$ cat src/rtl/display_hdmi_yuv_to_rgb.sv
// display_hdmi_yuv_to_rgb
// Converts a 16-bit 4:2:2 YCbCr stream (chroma alternating Cb/Cr, active-low
// syncs) back into RGB888 with active-high syncs.
//
// Processing steps:
//   - upsample the chroma to 4:4:4
//   - apply a BT.601 fixed-point matrix (Q10)
//   - round and clamp to 0..255
//
// Data, DE and both syncs leave exactly six registers after capture.
//
// Optional feature: define DISPLAY_YUV2RGB_FULL_RANGE_EN to use full-range
// BT.601 coefficients instead of the default limited-range set.
module display_hdmi_yuv_to_rgb #(
  parameter int FRAME_CNT_W = 12
) (
  input  logic                   iHdmiClk,
  input  logic                   iRst_n,
  input  logic                   iYuvVs,
  input  logic                   iYuvHs,
  input  logic                   iYuvDe,
  input  logic [15:0]            iv16YuvData,
  output logic [7:0]             ov8Red,
  output logic [7:0]             ov8Green,
  output logic [7:0]             ov8Blue,
  output logic                   oRgbVd,
  output logic                   oRgbVs,
  output logic                   oRgbHs,
  output logic [FRAME_CNT_W-1:0] ovFrameCnt
);

`ifdef DISPLAY_YUV2RGB_FULL_RANGE_EN
  localparam logic [8:0]         Y_OFS = 9'd0;
  localparam logic signed [20:0] K_Y   = 21'sd1024;
  localparam logic signed [20:0] K_RCR = 21'sd1436;
  localparam logic signed [20:0] K_GCB = 21'sd352;
  localparam logic signed [20:0] K_GCR = 21'sd731;
  localparam logic signed [20:0] K_BCB = 21'sd1815;
`else
  localparam logic [8:0]         Y_OFS = 9'd16;
  localparam logic signed [20:0] K_Y   = 21'sd1192;
  localparam logic signed [20:0] K_RCR = 21'sd1634;
  localparam logic signed [20:0] K_GCB = 21'sd401;
  localparam logic signed [20:0] K_GCR = 21'sd832;
  localparam logic signed [20:0] K_BCB = 21'sd2066;
`endif

  // Control bundle carried alongside the data: {de, vs, hs}, syncs active-high.
  logic [2:0] s2_ctl_reg, s3_ctl_reg, s4_ctl_reg, s5_ctl_reg;

  // S1 capture registers
  logic [7:0] s1_y_reg, s1_c_reg;
  logic       s1_de_reg, s1_vs_reg, s1_hs_reg, s1_phase_reg;
  logic       in_phase;

  // Chroma pairing state
  logic [7:0] held_cr_reg, cb_hold_reg;
  logic [7:0] pair_cb, pair_cr;

  // S2..S5 datapath
  logic [7:0]         s2_y_reg, s2_cb_reg, s2_cr_reg;
  logic signed [8:0]  s3_y_reg, s3_cb_reg, s3_cr_reg;
  logic signed [20:0] s4_ky_reg, s4_rcr_reg, s4_gcb_reg, s4_gcr_reg, s4_bcb_reg;
  logic signed [22:0] s5_r_reg, s5_g_reg, s5_b_reg;

  logic [FRAME_CNT_W-1:0] frame_cnt_reg;

  function automatic logic signed [20:0] sx21(input logic signed [8:0] v);
    sx21 = {{12{v[8]}}, v};
  endfunction

  function automatic logic signed [22:0] sx23(input logic signed [20:0] v);
    sx23 = {{2{v[20]}}, v};
  endfunction

  // Round to nearest (add half an LSB of Q10), then saturate to 8 bits.
  function automatic logic [7:0] clamp8(input logic signed [22:0] v);
    logic signed [22:0] t;
    t = (v + 23'sd512) >>> 10;
    if (t < 0)
      clamp8 = 8'd0;
    else if (t > 23'sd255)
      clamp8 = 8'hFF;
    else
      clamp8 = t[7:0];
  endfunction

  // Phase of the word on the input bus.
  // It is odd only when it directly follows an even DE word.
  assign in_phase = iYuvDe & s1_de_reg & ~s1_phase_reg;

  // S1: register the inputs, invert syncs to active-high, tag the chroma phase.
  always_ff @(posedge iHdmiClk) begin
    if (!iRst_n) begin
      s1_y_reg     <= 8'd0;
      s1_c_reg     <= 8'd0;
      s1_de_reg    <= 1'b0;
      s1_vs_reg    <= 1'b0;
      s1_hs_reg    <= 1'b0;
      s1_phase_reg <= 1'b0;
    end else begin
      s1_y_reg     <= iv16YuvData[7:0];
      s1_c_reg     <= iv16YuvData[15:8];
      s1_de_reg    <= iYuvDe;
      s1_vs_reg    <= ~iYuvVs;
      s1_hs_reg    <= ~iYuvHs;
      s1_phase_reg <= in_phase;
    end
  end

  // Update the held Cr and the held Cb.
  // Held Cr is preset to neutral at each DE start and follows every odd pixel.
  // Held Cb remembers the even pixel's Cb for its odd partner.
  always_ff @(posedge iHdmiClk) begin
    if (!iRst_n) begin
      held_cr_reg <= 8'd128;
      cb_hold_reg <= 8'd0;
    end else begin
      if (iYuvDe && !s1_de_reg)
        held_cr_reg <= 8'd128;
      else if (s1_de_reg && s1_phase_reg)
        held_cr_reg <= s1_c_reg;
      if (!s1_phase_reg)
        cb_hold_reg <= s1_c_reg;
    end
  end

  // Pair chroma for the pixel in S1.
  // An even pixel looks ahead to the next bus word for its Cr, or falls back
  // to the held Cr when that word does not exist.
  always_comb begin
    pair_cb = s1_c_reg;
    pair_cr = held_cr_reg;
    if (s1_phase_reg) begin
      pair_cb = cb_hold_reg;
      pair_cr = s1_c_reg;
    end else if (in_phase) begin
      pair_cr = iv16YuvData[15:8];
    end
  end

  // S2: register the 4:4:4 sample.
  always_ff @(posedge iHdmiClk) begin
    if (!iRst_n) begin
      s2_y_reg   <= 8'd0;
      s2_cb_reg  <= 8'd0;
      s2_cr_reg  <= 8'd0;
      s2_ctl_reg <= 3'd0;
    end else begin
      s2_y_reg   <= s1_y_reg;
      s2_cb_reg  <= pair_cb;
      s2_cr_reg  <= pair_cr;
      s2_ctl_reg <= {s1_de_reg, s1_vs_reg, s1_hs_reg};
    end
  end

  // S3: remove the black-level and chroma offsets (9-bit two's complement).
  always_ff @(posedge iHdmiClk) begin
    if (!iRst_n) begin
      s3_y_reg   <= 9'sd0;
      s3_cb_reg  <= 9'sd0;
      s3_cr_reg  <= 9'sd0;
      s3_ctl_reg <= 3'd0;
    end else begin
      s3_y_reg   <= $signed({1'b0, s2_y_reg} - Y_OFS);
      s3_cb_reg  <= $signed({1'b0, s2_cb_reg} - 9'd128);
      s3_cr_reg  <= $signed({1'b0, s2_cr_reg} - 9'd128);
      s3_ctl_reg <= s2_ctl_reg;
    end
  end

  // S4: form the five Q10 matrix products.
  always_ff @(posedge iHdmiClk) begin
    if (!iRst_n) begin
      s4_ky_reg  <= 21'sd0;
      s4_rcr_reg <= 21'sd0;
      s4_gcb_reg <= 21'sd0;
      s4_gcr_reg <= 21'sd0;
      s4_bcb_reg <= 21'sd0;
      s4_ctl_reg <= 3'd0;
    end else begin
      s4_ky_reg  <= sx21(s3_y_reg) * K_Y;
      s4_rcr_reg <= sx21(s3_cr_reg) * K_RCR;
      s4_gcb_reg <= sx21(s3_cb_reg) * K_GCB;
      s4_gcr_reg <= sx21(s3_cr_reg) * K_GCR;
      s4_bcb_reg <= sx21(s3_cb_reg) * K_BCB;
      s4_ctl_reg <= s3_ctl_reg;
    end
  end

  // S5: sum the products into the R, G and B channels.
  always_ff @(posedge iHdmiClk) begin
    if (!iRst_n) begin
      s5_r_reg   <= 23'sd0;
      s5_g_reg   <= 23'sd0;
      s5_b_reg   <= 23'sd0;
      s5_ctl_reg <= 3'd0;
    end else begin
      s5_r_reg   <= sx23(s4_ky_reg) + sx23(s4_rcr_reg);
      s5_g_reg   <= sx23(s4_ky_reg) - sx23(s4_gcb_reg) - sx23(s4_gcr_reg);
      s5_b_reg   <= sx23(s4_ky_reg) + sx23(s4_bcb_reg);
      s5_ctl_reg <= s4_ctl_reg;
    end
  end

  // S6: round, clamp and register the outputs. Data updates every clock.
  always_ff @(posedge iHdmiClk) begin
    if (!iRst_n) begin
      ov8Red   <= 8'd0;
      ov8Green <= 8'd0;
      ov8Blue  <= 8'd0;
      oRgbVd   <= 1'b0;
      oRgbVs   <= 1'b0;
      oRgbHs   <= 1'b0;
    end else begin
      ov8Red   <= clamp8(s5_r_reg);
      ov8Green <= clamp8(s5_g_reg);
      ov8Blue  <= clamp8(s5_b_reg);
      oRgbVd   <= s5_ctl_reg[2];
      oRgbVs   <= s5_ctl_reg[1];
      oRgbHs   <= s5_ctl_reg[0];
    end
  end

  // Count the active (falling) edges of the input VS, independent of DE.
  always_ff @(posedge iHdmiClk) begin
    if (!iRst_n)
      frame_cnt_reg <= '0;
    else if (!iYuvVs && !s1_vs_reg)
      frame_cnt_reg <= frame_cnt_reg + {{(FRAME_CNT_W-1){1'b0}}, 1'b1};
  end

  assign ovFrameCnt = frame_cnt_reg;

endmodule

$ cat config.mk
export PLATFORM = sky130hd
export DESIGN_NAME = display_hdmi_yuv_to_rgb
export DESIGN_NICKNAME = d
export VERILOG_FILES = /design/src/rtl/display_hdmi_yuv_to_rgb.sv
export SDC_FILE = /design/constraint.sdc
export NUM_CORES = 1
export LEC_CHECK = 0
export CAP_MARGIN = 5
export CELL_PAD_IN_SITES_DETAIL_PLACEMENT = 1
export CELL_PAD_IN_SITES_GLOBAL_PLACEMENT = 1
export CORE_MARGIN = 10
export CORE_UTILIZATION = 45
export CTS_CLUSTER_SIZE = 12
export DETAILED_ROUTE_END_ITERATION = 10
export MAX_ROUTING_LAYER = met4
export PLACE_DENSITY = 0.78
export SLEW_MARGIN = 30
export SYNTH_ARGS = -nofsm -noshare
export SYNTH_HDL_FRONTEND = slang
export SYNTH_SLANG_ARGS = --single-unit
$ cat constraint.sdc
create_clock -name iHdmiClk -period 5.2 [get_ports iHdmiClk]
set_clock_uncertainty 0.2 [all_clocks]
set_input_delay 0.52 -clock iHdmiClk [delete_from_list [all_inputs] [get_ports iHdmiClk]]
set_output_delay 0.52 -clock iHdmiClk [all_outputs]
set_load 0.03 [all_outputs]
==> results.cfg <==
[status]
status = finished clean

[cts]
htreeDepth = 1
cts_root_buffer = clkbuf_16
post-cts-setup-buffers = 0
cts_buffers = 30
path_clk_slew_ps = 60
clock_latency_ps = 550
clk_path_buf_depth = 3
ctsResizeCount = 0
cts_tree = done
clkSinkCount = 254
cts_hold_buf = 0

[synth]
yosys_register_bits = 254
async_flop_share_pct = 0
synth_edf_count = 0
synth.most_common_cell = ha_1
synth_top_area_cell = dfxtp_1
syn_area_per_cell_sq_um = 9.406
yosys_warnings = 0
yosysSeqAreaShare_pct = 32.63
synth_area_leaders = dfxtp_1 (33%), ha_1 (22%), fa_1 (7.1%)
syn_area_sq_um = 15580
ys_top_cells_by_count = ha_1 (275), dfxtp_1 (254), inv_1 (168), nor2_1 (140), a21oi_1 (114)
syn_inst = 1657
synth.distinct_cells = 59
synth_nets = 2008
synth_ff_type = dfxtp_1
netlist.area_leader.share_pct = 32.63

[power_and_ir_drop]
switching_power_mw = 2.100
p_clk_share_pct = 34.9
p_comb_share_pct = 28.5
netSwitchingFraction_pct = 32.42
p_int_mw = 4.377
p_per_area_nw_per_um2 = 365.3
seqPwrFrac_pct = 36.6
leakage_nw = 8.482
ir_drop_mv = 0.2345

[drt]
route.met3.wl_microns = 1153
dr.pass1.iters = 4
vias = 11572
via_per_inst = 5.265
routedWlPerCell_microns = 16.95
ant_nets = 0
wl_met1_microns = 16910
wl_met2_microns = 18330
drc = 0
drtIter0Drc = 375
wirelength_microns = 37250
top_layer_used = met4

[setup_path]
cp.arrival_ps = 4930
path_max_fanout = 6
start_kind = flip-flop
endpoint_kind = flip-flop
crit_type = reg -> reg
required_ps = 5430

[layout]
fill_cells = 3960
largest_register_ffs = 20
antenna_cells = 0
multiInputGateArea_sq_um = 9738
instances_no_fill = 2198
post-route-util_pct = 51.57
nets = 2071
seq_area_sq_um = 5085
synthToLayoutAreaGrowth_pct = 13.74
drive_above_1_share_pct = 4.188
fin_area_sq_um = 17730

[floorplan]
io_pins = 60
die-area_sq_um = 42480
fp.dieH_microns = 206.1
core_sq_um = 34370
die_w_microns = 206.1
rows = 68
start_util_pct = 45.34

[timing]
period_share_pct = 90.29
slew_headroom_pct = 40.64
fin_tns_setup_ps = 0
finalHoldViolations = 0
post-route-min-period_ps = 4695
setup_viol = 0
maxSlewViolCount = 0
fin_ws_ps = 505.1
tightest_slew_ps = 890.5
fmaxAchievable_mhz = 213.0
rsz0062_at_grt = no

[placed_design]
gp_congestion = 0.8826
place_ws_ps = 504.6
io_buffers = 59
post-place-cells = 2143
dpl_cell_area_sq_um = 16660
dp_hpwl_microns = 29280

[hold_path]
hold_path_class = reg -> reg

[grt]
grt_max_degree = 75
grt_pass1_wl_microns = 61580
grt_pass1_vias = 12479
antenna_found_initial = 0
grt_usage_pct = 18.06
grt_overflow = 0

[job]
drv_cap = 0
[path summary, 6_finish.rpt]
check | startpoint | to | slack (ps) | cells past startpoint
worst max-delay path | s3_cr_reg[3] | s4_rcr_reg[19] | 510 | 14
worst min-delay path | s2_cr_reg[7] | s3_cr_reg[7] | 210 | 1
worst max register to register | s3_cr_reg[3] | s4_rcr_reg[19] | 510 | 14
worst min register to register | s2_cr_reg[7] | s3_cr_reg[7] | 210 | 1
[routing by layer]
| layer | up-vias | global-route usage (%) |
|---|---|---|
| met4 | 0 | 4.457 |
| met2 | 137 | 31.86 |
| li1 | 5754 | - |
| met1 | 5621 | 21.55 |
| met5 | - | - |
| met3 | 60 | 2.022 |
[critical path, stage by stage (launching register included)]
cell and delay, ps:
dfxtp_1 450, ha_1 310, inv_1 90, fa_1 440, fa_1 510, inv_1 60
fa_1 510, ha_1 330, a21o_1 160, a21o_1 200, a2111oi_1 590, o31ai_1 200
o21ai_1 270, a2111o_1 180, o21ai_0 70
[cell type report]
cell class,count,share of cell area [%]
sequential,254,28.68
tap,455,3.211
clock inverter,15,1.327
timing repair buffer,65,3.571
clock buffer,40,4.680
inverter,169,3.593
multi-input combinational,1200,54.93
[placed cells by master, fill, tap and decap left out, types with 20 or more instances in the layout]
| cell type | n |
|---|---|
| fa_1 | 55 |
| ha_1 | 275 |
| dfxtp_1 | 254 |
| nand2_1 | 80 |
| mux2i_1 | 22 |
| inv_1 | 168 |
| a21o_1 | 35 |
| and2_1 | 92 |
| nor2_1 | 140 |
| clkdlybuf4s50_1 | 58 |
| xor2_1 | 54 |
| a21oi_1 | 114 |
| nand3_1 | 45 |
| and3_1 | 20 |
| nor3_1 | 31 |
| xnor2_1 | 45 |
| o21ai_0 | 39 |
| clkbuf_16 | 31 |
[power groups by stage]
stage                     clock network [mW]  registers [mW]  logic [mW]
after floorplan                            0            2.45        1.24
after global placement                     0            2.41        1.77
after global routing                    2.39            2.40        2.07
after CTS                               2.31            2.38        1.86
final                                   2.26            2.37        1.85
after detailed placement                   0            2.42        1.84
[through the flow]
step / hold slack [ps] / total power, mW
floorplan: 168.2 / 3.688
global placement: 203.2 / 4.179
detailed placement: 200.5 / 4.255
CTS: 206.0 / 6.547
global route: 237.3 / 6.862
finish: 205.4 / 6.476
[cell families (layout without fill, tap and decap cells)]
kind of cell	count (synthesis)	in the layout	synth area share, %
simple gates	477	477	15.16
fa+ha+maj	330	330	29.14
compound gates	271	271	11.14
flops	254	254	32.63
buf+inv	203	289	4.889
xor+xnor	99	99	5.564
mux	23	23	1.485
No activity file was read; power rests on OpenSTA's default activity.
